<file path="src/rtl/bus_dma_master.sv">
`default_nettype none
// ============================================================================
//  Module      : bus_dma_master
//  Description : Single-channel block-copy bus master. Requests the shared
//                bus, copies `length` words from src_addr to dst_addr one
//                word at a time (read, capture, write), then pulses done.
//  Revision    : 1.0 - initial release
// ============================================================================
module bus_dma_master #(
    parameter int LEN_W = 8
) (
    input  logic             clk,
    input  logic             reset,
    input  logic             start,
    input  logic [7:0]       src_addr,
    input  logic [7:0]       dst_addr,
    input  logic [LEN_W-1:0] length,
    output logic             busy,
    output logic             done,
    output logic             m_req,
    input  logic             m_grant,
    output logic             m_wr,
    output logic [7:0]       m_address,
    output logic [31:0]      m_dout,
    input  logic [31:0]      m_din
);

    typedef enum logic [2:0] {
        S_IDLE = 3'd0,
        S_REQ  = 3'd1,
        S_RD   = 3'd2,
        S_CAP  = 3'd3,
        S_WR   = 3'd4,
        S_DONE = 3'd5
    } state_t;

    state_t           r_state;
    state_t           w_next;
    logic [7:0]       r_sa;
    logic [7:0]       r_da;
    logic [LEN_W-1:0] r_cnt;
    logic [31:0]      r_data;

    // State register; reset drops straight back to IDLE, releasing the bus
    always_ff @(posedge clk or posedge reset) begin
        if (reset) begin
            r_state <= S_IDLE;
        end else begin
            r_state <= w_next;
        end
    end

    // Next-state logic; a write that loses grant falls back to REQ and the
    // word is retried from its read so the data is always fresh
    always_comb begin
        w_next = r_state;
        case (r_state)
            S_IDLE: begin
                if (start) begin
                    w_next = (length == '0) ? S_DONE : S_REQ;
                end
            end
            S_REQ: begin
                if (m_grant) begin
                    w_next = S_RD;
                end
            end
            S_RD: begin
                w_next = m_grant ? S_CAP : S_REQ;
            end
            S_CAP: begin
                w_next = S_WR;
            end
            S_WR: begin
                if (!m_grant) begin
                    w_next = S_REQ;
                end else if (r_cnt == LEN_W'(1)) begin
                    w_next = S_DONE;
                end else begin
                    w_next = S_RD;
                end
            end
            S_DONE: begin
                w_next = S_IDLE;
            end
            default: begin
                w_next = S_IDLE;
            end
        endcase
    end

    // Transfer parameters and data buffer; pointers advance only on a
    // completed (granted) write, so a retried word keeps its addresses
    always_ff @(posedge clk or posedge reset) begin
        if (reset) begin
            r_sa   <= '0;
            r_da   <= '0;
            r_cnt  <= '0;
            r_data <= '0;
        end else begin
            case (r_state)
                S_IDLE: begin
                    if (start) begin
                        r_sa  <= src_addr;
                        r_da  <= dst_addr;
                        r_cnt <= length;
                    end
                end
                S_CAP: begin
                    r_data <= m_din;
                end
                S_WR: begin
                    if (m_grant) begin
                        r_sa  <= r_sa + 8'd1;
                        r_da  <= r_da + 8'd1;
                        r_cnt <= r_cnt - LEN_W'(1);
                    end
                end
                default: begin
                end
            endcase
        end
    end

    // Bus and status outputs decoded from state; bus lines stay zero unless
    // granted so m_wr can never be seen without grant
    always_comb begin
        busy      = (r_state != S_IDLE);
        done      = (r_state == S_DONE);
        m_req     = 1'b0;
        m_wr      = 1'b0;
        m_address = '0;
        m_dout    = '0;
        case (r_state)
            S_REQ, S_CAP: begin
                m_req = 1'b1;
            end
            S_RD: begin
                m_req = 1'b1;
                if (m_grant) begin
                    m_address = r_sa;
                end
            end
            S_WR: begin
                m_req = 1'b1;
                if (m_grant) begin
                    m_wr      = 1'b1;
                    m_address = r_da;
                    m_dout    = r_data;
                end
            end
            default: begin
            end
        endcase
    end

endmodule
`default_nettype wire
</file>
<file path="config.mk">
export PLATFORM = sky130hd
export DESIGN_NAME = bus_dma_master
export DESIGN_NICKNAME = d
export VERILOG_FILES = /design/src/rtl/bus_dma_master.sv
export SDC_FILE = /design/constraint.sdc
export NUM_CORES = 1
export LEC_CHECK = 0
export ABC_AREA = 0
export CORE_UTILIZATION = 47
export DETAILED_ROUTE_END_ITERATION = 16
export GPL_ROUTABILITY_DRIVEN = 0
export HOLD_SLACK_MARGIN = 0.1
export PLACE_DENSITY = 0.81
export SLEW_MARGIN = 20
export SYNTH_ARGS = -nofsm -noshare
export SYNTH_HDL_FRONTEND = slang
export SYNTH_SLANG_ARGS = --single-unit
export TNS_END_PERCENT = 5
</file>
<file path="constraint.sdc">
create_clock -name clk -period 2.2 [get_ports clk]
set_input_delay 0.33 -clock clk [delete_from_list [all_inputs] [get_ports clk]]
set_output_delay 0.33 -clock clk [all_outputs]
set_load 0.005 [all_outputs]
</file>
==> impl_metrics.py <==
metrics = {
    "synthesis": {
        "ys_types": 46,
        "synth-async-reset-ratio_pct": 100,
        "synth_edf_count": 0,
        "syn_nets": 384,
        "synth-xor-area-share_pct": 0.268,
        "ys_seq_area_share_pct": 45.2,
        "synthAdderAreaFrac_pct": 1.53,
        "synthCells": 320,
        "synth_top_family_by_area": "simple AND/OR/NAND/NOR gates",
        "avgSynthCellArea_um2": 10.2,
        "synthSimpleGateAreaFrac_pct": 17.6,
        "yosys_warnings": 0,
        "netlist_area_um2": 3270,
        "synth-seq-cells": 59,
        "synthMuxAreaShare_pct": 11.6,
        "synth_compound_area_share_pct": 17.4,
        "synth_flop_cell": "dfrtp_1",
    },
    "timing": {
        "worst_pin_slew_ns": 0.561,
        "period_minus_slack_ns": 2.26,
        "max-slew-margin-rel_pct": 62.3,
        "fmax_mhz": 442,
        "setup_violations": 2,
        "skew_ns": 0.00814,
        "holdWs_ns": 0.382,
        "timing.final.crit_share_pct": 103,
        "hold_violations": 0,
        "final_max_slew_viol_count": 0,
        "setup_slack_ns": -0.0605,
        "grt_setup_unrepaired": "true",
        "setup_tns_ns": -0.0874,
    },
    "clocking": {
        "cts_tree": "yes",
        "cts_buffers": 9,
        "cts_buffer_depth": 2,
        "clkSinkCount": 59,
        "clock_latency_ns": 0.33,
        "clk_pin_slew_ns": 0.07,
        "ctsHtreeMaxLevel": 3,
        "cts_root_buffer": "clkbuf_8",
    },
    "min_path": {
        "min_path_type": "in2async",
    },
    "placed_design": {
        "dp_hpwl_mm": 5.89,
        "placement.cell_area_um2": 4430,
        "place_ws_ns": -0.323,
        "place.port_buffers": 103,
    },
    "critical_path": {
        "worstPathArrival_ns": 1.93,
        "critPathKind": "reg2out",
        "cp-end-kind": "output pin",
        "cp_data_required_time_ns": 1.87,
        "cp-start-kind": "register",
        "crit_fanout": 11,
    },
    "grt": {
        "grt_max_degree": 60,
        "antenna_found_initial": 0,
        "grt_overflow": 0,
        "grt_usage_pct": 24.6,
        "grt_pass1_vias": 2852,
        "grt_pass1_wl_mm": 13.9,
    },
    "floorplan": {
        "coreArea_um2": 6760,
        "num_rows": 30,
        "die_area_um2": 7290,
        "start_util_pct": 48.4,
        "num_io_pins": 104,
        "die_h_um": 85.4,
        "die_w_um": 85.4,
    },
    "flow_run": {
        "cap_violations": 0,
    },
    "power_and_ir_drop": {
        "intPower_w": 0.00339,
        "pwr-share-clk_pct": 18.6,
        "combPwrFrac_pct": 41.6,
        "p_sw_share_pct": 36.1,
        "p_seq_share_pct": 39.8,
        "power_density_nw_per_um2": 1130,
        "p_switching_w": 0.00192,
        "p_leak_nw": 2.26,
        "irDropWorstVdd_uv": 595,
    },
    "cells_and_area": {
        "design_area_um2": 4700,
        "postLayoutCoreUtil_pct": 69.6,
        "drive_above_1_share_pct": 20.5,
        "nets": 497,
        "diodes": 0,
        "synthToLayoutAreaGrowth_pct": 43.7,
    },
    "drt": {
        "dr.pass1.iters": 4,
        "drc": 0,
        "drt_iter0_drc": 177,
        "wl_per_cell_um": 16.6,
        "ant_nets": 0,
        "vias_per_cell": 5.61,
        "vias": 2905,
        "drt-total-wl_mm": 8.61,
    },
    "run_status": {
        "status": "finished, violations left",
        "violations": "negative setup slack",
    },
}
-- worst max-delay path, stage by stage, from the launching register on --
cell,delay (ns)
dfrtp_1,0.39
nor4bb_4,0.31
buf_6,0.15
buf_8,0.13
and2_1,0.12
clkdlybuf4s50_1,0.49
-- power by group through the flow --
stage	registers, W	clock network [W]	logic (W)
final	0.00212	0.000985	0.00221
after global routing	0.00218	0.00107	0.00242
after CTS	0.00211	0.00100	0.00219
after detailed placement	0.00212	0	0.00217
after global placement	0.00208	0	0.00208
after floorplan	0.00193	0	0.00160
-- worst paths after layout --
check,startpoint,to,slack (ns),depth (start not counted)
worst min-delay path,reset,r_data[17],0.38,3
worst min register to register,r_data[11],r_data[11],0.50,1
worst max-delay path,r_state[2],m_dout[7],-0.06,5
worst max register to register,r_state[0],r_sa[7],0.24,8
min in group clk,m_grant,r_state[1],0.43,3
max in group asynchronous,reset,r_da[5],1.54,3
-- layout make-up --
type / instances / area [um^2]
clock buffer: 11 / 141
clock inverter: 5 / 52.6
fill: 519 / 2060
inverter: 11 / 41.3
multi-input combinational: 225 / 1600
sequential: 59 / 1480
tap: 80 / 100
timing repair buffer: 127 / 1280
-- synth_stat cells, drive strengths merged (6+ instances only) --
cell / count / area [um^2]
a21oi: 23 / 134
a22o: 8 / 70.1
and2: 33 / 206
buf: 21 / 153
dfrtp: 59 / 1480
inv: 11 / 41.3
mux2: 32 / 360
nand2: 17 / 63.8
nand3: 14 / 70.1
nor2: 14 / 52.6
o21ai: 28 / 140
o22ai: 6 / 37.5
-- registers in the layout, indices dropped and copies added, names as in the netlist --
register and count:
r_cnt 8, r_state 3, r_da 8, r_sa 8, r_data 32
-- cell families (layout without fill, tap and decap cells) --
kind of cell    after synthesis  count (layout)
xor+xnor                      1               1
flops                        59              59
simple gates                100             100
fa+ha+maj                     4               4
compound gates               86              86
buf+inv                      36             154
mux                          34              34
-- placed cells by master (no fill, tap or decap), drive strengths merged, types with 11 or more instances in the layout --
cell	instances
dfrtp	59
nand3	14
buf	24
a21oi	23
nor2	14
dlygate4sd2	16
inv	11
mux2	32
and2	33
clkdlybuf4s50	62
nand2	17
dlymetal6s2s	13
o21ai	28
clkbuf	15
-- per-layer routing --
metal  vias to the layer above  GRT usage (%)  routed length [um]
met4                         0           12.7                 275
met5                         -              0                   0
met3                        23           3.89                 404
met2                       104           40.4                4420
met1                      1411           31.5                3510
li1                       1367              -                   -
-- per-stage QoR --
step	total power [W]	instances
after CTS	0.00530	515
final	0.00531	518
after global placement	0.00416	495
after detailed placement	0.00429	495
after floorplan	0.00353	320
after global routing	0.00567	518
-- what timing repair did --
| item | CTS | global route |
|---|---|---|
| endpoints found under the setup margin | 41 | 14 |
| hold buffers | 0 | 0 |
| pin swaps | 1 | 1 |
| gates resized for setup | 36 | 32 |
| setup buffers | 2 | 3 |
| gates cloned | 2 | 0 |
| hold endpoints to repair | 0 | 0 |
No activity file was read; power rests on OpenSTA's default activity.
